--- config.mk ---
export PLATFORM = sky130hd
export DESIGN_NAME = mips_muldiv
export DESIGN_NICKNAME = d
export VERILOG_FILES = /design/src/rtl/mips_pkg.sv /design/src/rtl/mips_muldiv.sv
export SDC_FILE = /design/constraint.sdc
export NUM_CORES = 1
export LEC_CHECK = 0
export ABC_AREA = 1
export CAP_MARGIN = 15
export CELL_PAD_IN_SITES_DETAIL_PLACEMENT = 0
export CELL_PAD_IN_SITES_GLOBAL_PLACEMENT = 2
export CORE_AREA = 4 4 242 244
export CTS_CLUSTER_DIAMETER = 40
export CTS_CLUSTER_SIZE = 40
export DETAILED_ROUTE_END_ITERATION = 8
export DIE_AREA = 0 0 246 248
export DONT_BUFFER_PORTS = 1
export PLACE_DENSITY = 0.89
export SETUP_SLACK_MARGIN = 0.1
export SYNTH_ARGS = -nofsm -noshare
export SYNTH_HDL_FRONTEND = slang
export SYNTH_SLANG_ARGS = --single-unit
--- constraint.sdc ---
create_clock -name clk -period 3.1 [get_ports clk]
set_input_delay 0.62 -clock clk [delete_from_list [all_inputs] [get_ports clk]]
set_output_delay 0.62 -clock clk [all_outputs]
set_load 0.05 [all_outputs]
--- src/rtl/mips_pkg.sv ---
// Shared MIPS core definitions: multiply/divide op encodings, FSM states and
// sign helpers used by the iterative HI/LO unit.
package mips_pkg;

    localparam int MULDIV_ITER = 32;

    typedef enum logic [2:0] {
        OP_MULT  = 3'b000,
        OP_MULTU = 3'b001,
        OP_DIV   = 3'b010,
        OP_DIVU  = 3'b011,
        OP_MTHI  = 3'b100,
        OP_MTLO  = 3'b101
    } muldiv_op_t;

    typedef enum logic [1:0] {
        IDLE,
        CALC,
        FIX
    } muldiv_state_t;

    function automatic logic [31:0] mag32(input logic [31:0] x, input logic is_signed);
        return (is_signed && x[31]) ? (~x + 32'd1) : x;
    endfunction

    function automatic logic [31:0] cneg32(input logic [31:0] x, input logic neg);
        return neg ? (~x + 32'd1) : x;
    endfunction

    function automatic logic [63:0] cneg64(input logic [63:0] x, input logic neg);
        return neg ? (~x + 64'd1) : x;
    endfunction

endpackage

--- src/rtl/mips_muldiv.sv ---
// Iterative multiply/divide unit owning HI/LO: shift-add multiply and restoring
// divide on operand magnitudes over 32 cycles, with a final sign-fix cycle.
module mips_muldiv
    import mips_pkg::*;
(
    input  logic        clk,
    input  logic        rst_n,
    input  logic        op_valid,
    output logic        op_ready,
    input  logic [2:0]  op,
    input  logic [31:0] src_a,
    input  logic [31:0] src_b,
    output logic        busy,
    output logic        done,
    output logic [31:0] hi,
    output logic [31:0] lo
);

    muldiv_state_t r_state;
    logic [4:0]    r_cnt;
    logic          r_is_div;
    logic          r_neg_res;
    logic          r_neg_rem;
    logic          r_div_zero;
    logic [31:0]   r_src_a;
    logic [31:0]   r_rem;      // multiply: upper product half; divide: partial remainder
    logic [31:0]   r_work_lo;  // multiply: multiplier/lower half; divide: dividend/quotient
    logic [31:0]   r_opb;
    logic [31:0]   r_hi;
    logic [31:0]   r_lo;
    logic          r_busy;
    logic          r_done;

    muldiv_op_t    w_op;
    logic          w_signed;
    logic [32:0]   w_mul_sum;
    logic [32:0]   w_div_shift;
    logic          w_div_ge;
    logic [31:0]   w_div_diff;
    logic [63:0]   w_product;
    logic [31:0]   w_quo;
    logic [31:0]   w_remv;

    assign w_op     = muldiv_op_t'(op);
    assign w_signed = ~op[0];

    assign w_mul_sum   = {1'b0, r_rem} + {1'b0, (r_work_lo[0] ? r_opb : 32'd0)};
    // The top bit of the shifted remainder takes part in the compare; when the
    // trial succeeds the true difference fits in 32 bits, so wrap-around is exact.
    assign w_div_shift = {r_rem, r_work_lo[31]};
    assign w_div_ge    = (w_div_shift >= {1'b0, r_opb});
    assign w_div_diff  = w_div_shift[31:0] - r_opb;

    assign w_product = cneg64({r_rem, r_work_lo}, r_neg_res);
    assign w_quo     = cneg32(r_work_lo, r_neg_res);
    assign w_remv    = cneg32(r_rem, r_neg_rem);

    // NOTE: every register here, working state included, uses non-blocking
    // assignment and is cleared by the async reset so an abandoned op leaves no residue.
    always_ff @(posedge clk or negedge rst_n) begin
        if (!rst_n) begin
            r_state    <= IDLE;
            r_cnt      <= '0;
            r_is_div   <= 1'b0;
            r_neg_res  <= 1'b0;
            r_neg_rem  <= 1'b0;
            r_div_zero <= 1'b0;
            r_src_a    <= '0;
            r_rem      <= '0;
            r_work_lo  <= '0;
            r_opb      <= '0;
            r_hi       <= '0;
            r_lo       <= '0;
            r_busy     <= 1'b0;
            r_done     <= 1'b0;
        end else begin
            r_done <= 1'b0;
            case (r_state)
                IDLE: begin
                    if (op_valid) begin
                        case (w_op)
                            OP_MULT, OP_MULTU, OP_DIV, OP_DIVU: begin
                                r_state    <= CALC;
                                r_busy     <= 1'b1;
                                r_cnt      <= '0;
                                r_is_div   <= op[1];
                                r_neg_res  <= w_signed && (src_a[31] ^ src_b[31]);
                                r_neg_rem  <= w_signed && src_a[31];
                                r_div_zero <= (src_b == 32'd0);
                                r_src_a    <= src_a;
                                r_rem      <= '0;
                                r_work_lo  <= mag32(src_a, w_signed);
                                r_opb      <= mag32(src_b, w_signed);
                            end
                            OP_MTHI: begin
                                r_hi   <= src_a;
                                r_done <= 1'b1;
                            end
                            OP_MTLO: begin
                                r_lo   <= src_a;
                                r_done <= 1'b1;
                            end
                            default: ;
                        endcase
                    end
                end
                CALC: begin
                    if (r_is_div) begin
                        r_rem     <= w_div_ge ? w_div_diff : w_div_shift[31:0];
                        r_work_lo <= {r_work_lo[30:0], w_div_ge};
                    end else begin
                        r_rem     <= w_mul_sum[32:1];
                        r_work_lo <= {w_mul_sum[0], r_work_lo[31:1]};
                    end
                    r_cnt <= r_cnt + 5'd1;
                    if (r_cnt == 5'(MULDIV_ITER - 1)) begin
                        r_state <= FIX;
                    end
                end
                FIX: begin
                    if (!r_is_div) begin
                        r_hi <= w_product[63:32];
                        r_lo <= w_product[31:0];
                    end else if (r_div_zero) begin
                        r_hi <= r_src_a;
                        r_lo <= 32'hFFFF_FFFF;
                    end else begin
                        r_hi <= w_remv;
                        r_lo <= w_quo;
                    end
                    r_state <= IDLE;
                    r_busy  <= 1'b0;
                    r_done  <= 1'b1;
                end
                default: r_state <= IDLE;
            endcase
        end
    end

    assign op_ready = ~r_busy;
    assign busy     = r_busy;
    assign done     = r_done;
    assign hi       = r_hi;
    assign lo       = r_lo;

endmodule

**Word-level counts from Yosys, hierarchy flattened**

Index checks and enable logic that the tools add are counted.

- Add/subtract/negate cells: 8
- Multiply operators: 0
- Div/mod/pow operators: 0
- Magnitude comparators: 1
- Eq/ne operators: 13
- Shift operators: 0
- Mux-type cells: 38
- Bitwise logic cells: 8
- Reduce and logical (&&, ||, !) cells: 16

Operators with widths:

| kind | number |
|---|---|
| 2-to-1 mux 32 bit | 20 |
| one-hot mux 32 bit (2 select lines) | 4 |
| adder 32 x 1 -> 32 bit, second input constant | 4 |
| NOT 32 bit | 4 |
| adder 64 x 1 -> 64 bit, second input constant | 1 |
| 2-to-1 mux 64 bit | 1 |
| NOT 64 bit | 1 |
| adder 32 x 32 -> 33 bit | 1 |
| >= comparator 33 x 32 -> 1 bit | 1 |
| zero test 32 bit | 1 |
| subtractor 32 bit | 1 |
| AND reduction 3 bit | 6 |
| 2-to-1 mux 5 bit | 2 |
| one-hot mux 5 bit (2 select lines) | 1 |
| == test 3 x 2 -> 1 bit, second input constant | 2 |
| == test 3 bit, second input constant | 2 |
| 2-to-1 mux 2 bit | 3 |
| inequality test 2 x 1 -> 1 bit, second input constant | 3 |
| adder 5 x 1 -> 5 bit, second input constant | 1 |
| == test 5 bit, second input constant | 1 |
| 2-to-1 mux 1 bit | 4 |
| inequality test 2 bit, second input constant | 2 |
| one-hot mux 1 bit (2 select lines) | 2 |
| one-hot mux 2 bit (2 select lines) | 1 |
| 11 further kinds | 15 |

- Flip-flop bits (word level): 205
- Latch bits: 0
- Bits in writable memories: 0
- ROM bits: 0
- Input port bits: 70
- Output and inout port bits: 67
- Word-level logic and storage cells: 98
- Memories kept: 0

**Logic depth before layout (Yosys ltp)**

Gate-level depths: netlist of the first run.

- Word-level depth: 6
- Gate-level depth with buffers: 21
- Depth with buffers taken out: 19

**Least setup slack after synthesis of the first run**

No wires, ideal clock.

- Kind: reg-to-reg
- Start point: register r_work_lo[0]
- End point: register r_rem[23]
- Library setup time: 117 ps
- Arrival time: 2307 ps
- Required time: 2983 ps
- Slack: 675 ps
- Stages on the path, launching flop included: 21
- Buffers on the path: 2
- Clock period less this slack: 2425 ps
- Cell sequence: dfrtp_1 > buf_6 > clkbuf_1 > nand2_1 > inv_1 > ha_1 > fa_1 > nand2_1 > nand2_1 > nand3b_1 > nand2_1 > nand2_1 > nand2_1 > nand2_1 > nand2_1 > nand2_1 > nand2_1 > nand2_1 > nand3_1 > nand3_1 > nand2_1

- Word-level cells in the longest chain between the ends: 4

RTL lines:

| what | RTL line | RTL |
|---|---|---|
| start: declaration | mips_muldiv.sv:27 | `logic [31:0] r_work_lo;` |
| start signal: assignment | mips_muldiv.sv:92 | `r_work_lo <= mag32(src_a, w_signed);` |
| start signal: assignment | mips_muldiv.sv:110 | `r_work_lo <= {r_work_lo[30:0], w_div_ge};` |
| start signal: assignment | mips_muldiv.sv:113 | `r_work_lo <= {w_mul_sum[0], r_work_lo[31:1]};` |
| 2-to-1 mux 32 bit | mips_muldiv.sv:47 | `assign w_mul_sum = {1'b0, r_rem} + {1'b0, (r_work_lo[0] ? r_opb : 32'd0)};` |
| adder 32 x 32 -> 33 bit | mips_muldiv.sv:47 |  |
| 2-to-1 mux 32 bit | mips_muldiv.sv:108 | `if (r_is_div) begin` |
| one-hot mux 32 bit (2 select lines) | mips_muldiv.sv:78 | `case (r_state)` |
| end signal: assignment | mips_muldiv.sv:109 | `r_rem <= w_div_ge ? w_div_diff : w_div_shift[31:0];` |
| end signal: assignment | mips_muldiv.sv:112 | `r_rem <= w_mul_sum[32:1];` |
| end: declaration | mips_muldiv.sv:26 | `logic [31:0] r_rem;` |

Every way passes these cells.
A chain may end at the register's enable or synchronous reset.

**Worst setup path after layout of the first run**

- Start point: register r_work_lo[0]
- End point: register r_rem[29]

Same word-level chain as after synthesis.

==> flow_metrics.tcl, run 1 <==
set metrics [dict create \
    status "finished, violations left" \
    violations "hold timing" \
    path_cells "buf_12 -> nand2_1 -> inv_1 -> ha_1 -> fa_2 -> nand2_1 -> nand2_1 -> nand3b_1 -> nand2_2 -> nand3_1 -> nand2_1 -> nand3b_1 -> nand2_1 -> nand2_1 -> nand3_1 -> nand3_1 -> nand2_1" \
    coreArea_sq_um 56300 \
    hold_violations 205 \
    start_util_pct 34.8 \
    seq_area_frac_synth_pct 26.2 \
    r2r_end "r_rem[29]" \
    routedWlPerCell_microns 22.4 \
    ios 137 \
    drc_errors 0 \
    clkTransAtPathRegs_ps 50 \
    ys_types 55 \
    worstHoldPathType "in -> async" \
    grt_pass1_wl_microns 137000 \
    fin_crit_sh_pct 92.4 \
    ys_warn_count 0 \
    synth_edf_count 0 \
    portBuffers 0 \
    fin_ws_ps 234 \
    layout_commonest_cell "nand2_1" \
    maxSlewHeadroom_pct 31.4 \
    synth-async-reset-ratio_pct 100 \
    antennaDiodeCount 0 \
    grt_usage_pct 29.5 \
    fin_crit_ps 2870 \
    worst-endpoint-arrival_ps 3340 \
    via_per_inst 5.48 \
    postLayoutCellArea_sq_um 22700 \
    crit_path_max_fanout 34 \
    r2r_start "r_work_lo[0]" \
    cts-root-buf "clkbuf_16" \
    antenna_found_initial 4 \
    area.growth.synth_to_final_pct 15.7 \
    cp-end-kind "register" \
    drive_gt1_share_pct 8.64 \
    grt-ovfl-total 0 \
    syn_area_sq_um 19600 \
    placed_area_sq_um 20800 \
    drt-pass1-iter-count 6 \
    tritoncts "yes" \
    finalMaxSlewViolations 0 \
    crit_top_cell "nand2_1" \
    synth_fp_nets 3444 \
    pre_cts_ws_ps 52.5 \
    setup_violations 0 \
    grt_max_degree 206 \
    fp.dieW_microns 246 \
    r2r_setup_slack_ps 230 \
    worstSetupPathType "reg -> reg" \
    yosys_most_used_dff "dfrtp_1" \
    fmax_mhz 349 \
    reg2regPathDepth 17 \
    rows 87 \
    slowest_stage "fa_2" \
    p_per_area_nw_per_um2 1430 \
    worst_hold_slack_ps -257 \
    h-tree-depth 2 \
    grt_pass1_vias 20952 \
    skew_ps 29.8 \
    clock_sinks 205 \
    start_kind "register" \
    worstMarginPinSlew_ps 1030 \
    ir_drop_uv 634 \
    final_antenna_net_count 0 \
    layout_common_cells "911 x nand2_1, 496 x nor2_1, 387 x inv_1, 267 x o21ai_0, 265 x nand3_1" \
    rsz0062_at_grt "no" \
    hpwl_microns 73100 \
    die_y_microns 248 \
    avgSynthCellArea_sq_um 5.94 \
    ys_ff_latch 205 \
    slowest_delay_ps 400 \
    synthCells 3302 \
    vias 22581 \
    p_leak_uw 0.0110 \
    nets 3467 \
    cap_viol_max_count 0 \
    cts_made_buffers 52 \
    clock_latency_ps 590 \
    clockBufferDepth 3 \
    drt-initial-drc-count 2459 \
    gp_congestion 0.978 \
    totalWireLength_microns 92400 \
    die_area_sq_um 61000 \
    required_ps 3570 \
    fin_tns_setup_ps 0 \
]
==> cells by family after synthesis <==
| logic type | after synthesis | synth area share [%] |
|---|---|---|
| XOR/XNOR | 51 | 2.28 |
| AND/OR/NAND/NOR | 1839 | 39.4 |
| adder cells (fa/ha/maj) | 72 | 4.67 |
| flip-flops | 205 | 26.2 |
| buffers and inverters | 525 | 10.6 |
| AO/OA/AOI/OAI | 610 | 16.9 |
==> how the worst max path moves through the flow <==
| stage | start | end | slack [ps] | cells after the start |
|---|---|---|---|---|
| 2_1_floorplan | r_work_lo[0] | r_rem[23] | 680 | 20 |
| 3_3_place_gp | r_rem[0] | r_rem[23] | 90 | 16 |
| 3_5_place_dp | r_rem[0] | r_rem[23] | 50 | 16 |
| 4_1_cts | r_work_lo[0] | r_rem[23] | 150 | 19 |
| 5_1_grt | r_work_lo[0] | r_rem[29] | 100 | 17 |
| 6_report | r_work_lo[0] | r_rem[29] | 230 | 17 |
==> cell usage after synthesis, types with 7 or more instances <==
cell | n | area share [%]
nand2_1 | 914 | 18
nor2_1 | 499 | 9.6
inv_1 | 387 | 7.4
o21ai_0 | 268 | 6.8
nand3_1 | 266 | 6.8
a21oi_1 | 233 | 6.0
dfrtp_1 | 205 | 26
clkbuf_1 | 78 | 1.5
ha_1 | 70 | 4.5
nand4_1 | 48 | 1.5
xor2_1 | 37 | 1.7
nor3_1 | 33 | 0.84
a31oi_1 | 27 | 0.86
buf_2 | 25 | 0.64
nand2_2 | 20 | 0.64
nor2_2 | 18 | 0.57
o21ai_1 | 14 | 0.36
xnor2_1 | 14 | 0.63
buf_1 | 12 | 0.23
nand3b_1 | 11 | 0.42
o211ai_1 | 11 | 0.42
o21bai_1 | 11 | 0.42
inv_2 | 9 | 0.17
o21ai_2 | 9 | 0.40
or2_2 | 8 | 0.26
nor2_4 | 7 | 0.40
==> report_power, final <==
part / switching [uW] / leakage, uW / internal (uW)
clock: 1860 / 0.000885 / 4000
combinational: 13400 / 0.00774 / 6210
sequential: 2840 / 0.00239 / 4010
total: 18100 / 0.0110 / 14200
==> per-layer routing <==
layer,track usage [%],vias up,wire length (microns)
li1,-,10731,-
met1,45.4,10661,44100
met2,42.4,1088,37900
met3,5.50,101,8480
met4,6.76,0,1930
met5,0,-,0
==> final cells by class <==
cell class,instances,area [sq um]
fillers,6186,33600
multi-input cells,2572,12400
flip-flops and latches,205,5130
inverters,401,1510
clock buffers,61,1410
well taps,756,946
repair buffers,93,761
clock inverters,35,473
==> metrics by stage <==
stage | hold WS (ps) | utilization, % | cells | power [uW]
5_1_grt | -277 | 40.3 | 4123 | 34700
6_report | -257 | 40.3 | 4123 | 32300
3_3_place_gp | 337 | 36.9 | 4026 | 26100
3_5_place_dp | 337 | 36.9 | 4026 | 26000
4_1_cts | -284 | 40.2 | 4122 | 32000
2_1_floorplan | 324 | - | 3302 | 19300
==> what timing repair did <==
action	in CTS	in global routing
endpoints found under the setup margin	1	5
setup buffers	0	1
endpoints found under the hold margin	205	205
pin swaps	0	3
resized for setup	2	5
==> registers in the layout, indices dropped and copies added (netlist names), 2 cells and up <==
| name | cells |
|---|---|
| hi | 32 |
| lo | 32 |
| r_cnt | 5 |
| r_opb | 32 |
| r_rem | 32 |
| r_src_a | 32 |
| r_state | 2 |
| r_work_lo | 32 |
==> worst max-delay path, delay by kind of cell (launching register included) <==
kind | cells | cell delay [ps]
simple gates | 13 | 1480
fa+ha+maj | 2 | 640
flops | 1 | 390
buf+inv | 2 | 230
Note: power is estimated with default switching activity, not from simulation.
==> run 2: changes to the inputs <==
- clock period: 3.1 -> 2.7 ns (I/O delays scaled with it)
==> flow_metrics.tcl, run 2 (synthesis results as in run 1) <==
set metrics [dict create \
    status "finished, violations left" \
    violations "hold timing" \
    layout_common_cells "867 x nand2_1, 465 x nor2_1, 376 x inv_1, 250 x nand3_1, 246 x o21ai_0" \
    drt-pass1-iter-count 6 \
    rows 87 \
    maxSlewHeadroom_pct 26.7 \
    slowest_delay_ps 470 \
    pre_cts_ws_ps -302 \
    crit_top_cell "nand2_2" \
    clockBufferDepth 3 \
    cap_viol_max_count 0 \
    start_kind "register" \
    worstSetupPathType "reg -> reg" \
    tritoncts "yes" \
    worst-endpoint-arrival_ps 3050 \
    grt-ovfl-total 0 \
    grt_usage_pct 29.7 \
    nets 3586 \
    fin_crit_sh_pct 95.7 \
    fmax_mhz 387 \
    p_leak_uw 0.0118 \
    routedWlPerCell_microns 22.1 \
    fillers 6078 \
    via_per_inst 5.42 \
    cp-startpoint "r_work_lo[0]" \
    layout_commonest_cell "nand2_1" \
    worstMarginPinSlew_ps 1100 \
    drt-initial-drc-count 2309 \
    fin_ws_ps 116 \
    vias 22985 \
    multi_input_area_sq_um 13600 \
    grt_pass1_vias 21294 \
    setup_violations 0 \
    finalMaxSlewViolations 0 \
    drc_errors 0 \
    antennaDiodeCount 0 \
    gp_congestion 0.971 \
    antenna_found_initial 1 \
    required_ps 3170 \
    cts-root-buf "clkbuf_16" \
    slowest_stage "dfrtp_2" \
    placed_area_sq_um 21400 \
    coreArea_sq_um 56300 \
    fin_crit_ps 2580 \
    drive_gt1_share_pct 17.3 \
    crit_path_max_fanout 8 \
    area.growth.synth_to_final_pct 26.8 \
    start_util_pct 34.8 \
    skew_ps 24.1 \
    portBuffers 0 \
    totalWireLength_microns 93900 \
    worst_hold_slack_ps -328 \
    ir_drop_uv 775 \
    hpwl_microns 72800 \
    hold_violations 205 \
    worstHoldPathType "in -> async" \
    fp.dieW_microns 246 \
    path_cells "buf_4 -> buf_16 -> nand2_1 -> inv_1 -> ha_4 -> buf_4 -> nand2_2 -> nand2_2 -> nand3b_1 -> nand2_2 -> nand2_2 -> nand2_4 -> nand2_4 -> nand2_4 -> nand2_2 -> nand3_1 -> nand3_2 -> nand3_2 -> nand2_1" \
    ios 137 \
    grt_max_degree 206 \
    cts_made_buffers 51 \
    r2r_start "r_work_lo[0]" \
    clock_latency_ps 600 \
    clock_sinks 205 \
    cp-end-kind "register" \
    postLayoutCellArea_sq_um 24800 \
    die_area_sq_um 61000 \
    h-tree-depth 2 \
    rsz0062_at_grt "yes" \
    clkTransAtPathRegs_ps 50 \
    p_per_area_nw_per_um2 1670 \
    seq_area_sq_um 5140 \
    final_antenna_net_count 0 \
    grt_pass1_wl_microns 138000 \
    die_y_microns 248 \
]
run 2: cell types whose count changed in the layout (fill, tap and decap cells not counted), moves of 30 or more:
cell     change
buf_4      +108
ha_4        +39
nand2_1     -44
nand2_2     +30
ha_1        -44
nor2_1      -31
run 2: path summary, 6_finish.rpt:
check	end	slack [ps]	cells after the start
max reg2reg	r_rem[23]	120	19
min in group clk	r_src_a[2]	70	2
min reg2reg	r_src_a[28]	490	2
max	r_rem[23]	120	19
min	r_opb[19]	-330	0
max in group asynchronous	r_neg_res	2070	0
run 2: area by class of cell:
class                      instances  area share (%)
clock buffer                      56            5.33
clock inverter                    39            2.25
inverter                         401            6.09
multi-input combinational       2573            54.7
sequential                       205            20.7
tap                              756            3.81
timing repair buffer             212            7.15
run 2: repair_timing:
action | CTS | global route
setup buffers | 7 | 28
gates cloned | 2 | 1
endpoints found under the setup margin | 15 | 60
pin swaps | 10 | 50
endpoints found under the hold margin | 205 | 205
gates resized for setup | 110 | 174
run 2: report_power, final:
group          internal [uW]  switching, uW  total, uW
logic                   9990          16800      26800
clock network           4560           2270       6830
registers               4610           3230       7840
run 2: critical path, delay by kind of cell (launching register included):
family | cells | cell delay [ps]
fa+ha+maj | 1 | 280
buf+inv | 4 | 520
flops | 1 | 470
simple gates | 14 | 1200
run 2: layer usage:
layer	routed length (microns)	track usage [%]	vias up
met3	8480	5.35	110
li1	-	-	10977
met5	0	0	-
met2	39000	43.1	929
met4	1880	6.34	0
met1	44500	45.6	10969
run 2: metrics by stage:
step | setup TNS (ps) | utilization, % | cells | total power (uW) | hold WS, ps
2_1_floorplan | 0 | - | 3302 | 22100 | 244
3_3_place_gp | -851 | 38.1 | 4109 | 30900 | 258
3_5_place_dp | -799 | 38.1 | 4109 | 30900 | 258
4_1_cts | 0 | 42.3 | 4213 | 39000 | -359
5_1_grt | 0 | 44.1 | 4242 | 44400 | -353
6_report | 0 | 44.1 | 4242 | 41500 | -328
==> run 3: changes to the inputs <==
- CORE_AREA: 4 4 242 244 -> 2 2 240 242
- DIE_AREA: 0 0 246 248 -> 0 0 242 244
==> flow_metrics.tcl, run 3 (synthesis results as in run 1) <==
set metrics [dict create \
    status "finished, violations left" \
    violations "hold timing" \
    fin_tns_setup_ps 0 \
    worst-endpoint-arrival_ps 3020 \
    area.growth.synth_to_final_pct 23.2 \
    worstHoldPathType "in -> async" \
    grt_pass1_vias 21146 \
    fmax_mhz 390 \
    crit_path_max_fanout 16 \
    layout_commonest_cell "nand2_1" \
    cap_viol_max_count 0 \
    start_util_pct 34.9 \
    hpwl_microns 72500 \
    drc_errors 0 \
    antennaDiodeCount 0 \
    nets 3572 \
    path_delay_family "simple AND/OR/NAND/NOR gates" \
    start_kind "register" \
    routedWlPerCell_microns 22.0 \
    instances_no_fill 4223 \
    power.total_uw 39700 \
    antenna_found_initial 1 \
    totalWireLength_microns 92700 \
    cts_made_buffers 48 \
    h-tree-depth 2 \
    fin_crit_ps 2570 \
    grt_max_degree 206 \
    die_area_sq_um 59000 \
    hold_violations 205 \
    crit_top_cell "nand2_1" \
    portBuffers 0 \
    finish.utilization_pct 43.0 \
    via_per_inst 5.44 \
    path_cells "buf_12 -> nand2_1 -> inv_1 -> ha_1 -> a21oi_2 -> nand2_2 -> buf_4 -> nand2_1 -> nand2_2 -> nand2_1 -> nand2_2 -> nand2_2 -> nand2_1 -> nand2_1 -> nand3_1 -> nand2_1 -> inv_1 -> nand2_1 -> nand2_1" \
    maxSlewHeadroom_pct 20.8 \
    place_inst 4116 \
    clkTransAtPathRegs_ps 50 \
    grt_pass1_wl_microns 136000 \
    clock_latency_ps 580 \
    coreArea_sq_um 56200 \
    worstSetupPathType "reg -> reg" \
    fillers 6072 \
    finalMaxSlewViolations 0 \
    r2r_setup_slack_ps 130 \
    fin_crit_sh_pct 95.0 \
    worstMarginPinSlew_ps 1190 \
    drive_gt1_share_pct 15.4 \
    setup_violations 0 \
    cts-root-buf "clkbuf_16" \
    p_leak_uw 0.0116 \
    clockBufferDepth 3 \
    slowest_stage "dfrtp_1" \
    cp-end-kind "register" \
    vias 22980 \
    slowest_delay_ps 400 \
    drt-pass1-iter-count 6 \
    tritoncts "yes" \
    ir_drop_uv 1100 \
    grt_usage_pct 30.4 \
    ios 137 \
    rows 87 \
    skew_ps 34.5 \
    fp.dieW_microns 242 \
    final_antenna_net_count 0 \
    grt-ovfl-total 0 \
    required_ps 3160 \
    p_per_area_nw_per_um2 1640 \
    layout_common_cells "875 x nand2_1, 464 x nor2_1, 381 x inv_1, 257 x nand3_1, 251 x o21ai_0" \
    rsz0062_at_grt "yes" \
    worst_hold_slack_ps -313 \
    clock_sinks 205 \
    gp_congestion 0.984 \
    drt-initial-drc-count 2488 \
    die_y_microns 244 \
    cp_num_buf_inv 4 \
]
==> run 3: final timing paths <==
path,startpoint,end,depth (start not counted)
min,rst_n,r_opb[20],0
min reg2reg,r_src_a[18],r_src_a[18],2
max,r_work_lo[0],r_rem[30],19
max reg2reg,r_work_lo[0],r_rem[30],19
min in group clk,src_a[1],r_src_a[1],2
max in group asynchronous,rst_n,r_neg_res,0
==> run 3: where the power goes <==
group | switching [uW] | leakage [uW] | total, uW | internal (uW)
combinational | 16300 | 0.00833 | 25500 | 9180
clock | 2080 | 0.000853 | 6410 | 4330
sequential | 3160 | 0.00239 | 7780 | 4610
total | 21600 | 0.0116 | 39700 | 18100
==> run 3: timing repair <==
item	4_1_cts	5_1_grt
pin swaps	4	31
buffers inserted	2	16
resized for setup	19	182
setup endpoints to repair	17	47
endpoints found under the hold margin	205	205
gates cloned	0	2
==> run 3: layout make-up <==
type	count	area (sq um)	share of cell area, %
Clock buffer	56	1300	5.40
Timing Repair Buffer	200	1630	6.73
Clock inverter	31	448	1.85
Multi-Input combinational cell	2574	13200	54.5
Tap cell	756	946	3.92
Sequential cell	205	5140	21.3
Inverter	401	1520	6.28
==> run 3: layer usage <==
layer	GRT usage (%)	wire length (microns)
met1	45.4	44200
met2	45.0	38400
met3	6.07	8410
met4	5.83	1660
met5	0	0
==> run 3: worst register-to-register path, stage by stage, from the launching register on <==
cell and delay (ps):
dfrtp_1 400, buf_12 170, nand2_1 70, inv_1 60, ha_1 320, a21oi_2 180, nand2_2 110, buf_4 170
nand2_1 90, nand2_2 80, nand2_1 110, nand2_2 100, nand2_2 140, nand2_1 70, nand2_1 50, nand3_1 80
nand2_1 110, inv_1 60, nand2_1 60, nand2_1 40
==> run 3: stage by stage <==
stage | hold slack [ps] | cell area (sq um) | setup WS [ps]
2_1_floorplan | 244 | 19600 | 275
5_1_grt | -336 | 24100 | -22.5
3_5_place_dp | 259 | 21500 | -67.8
6_report | -313 | 24100 | 135
4_1_cts | -346 | 23300 | 71.1
3_3_place_gp | 260 | 21500 | -93.8
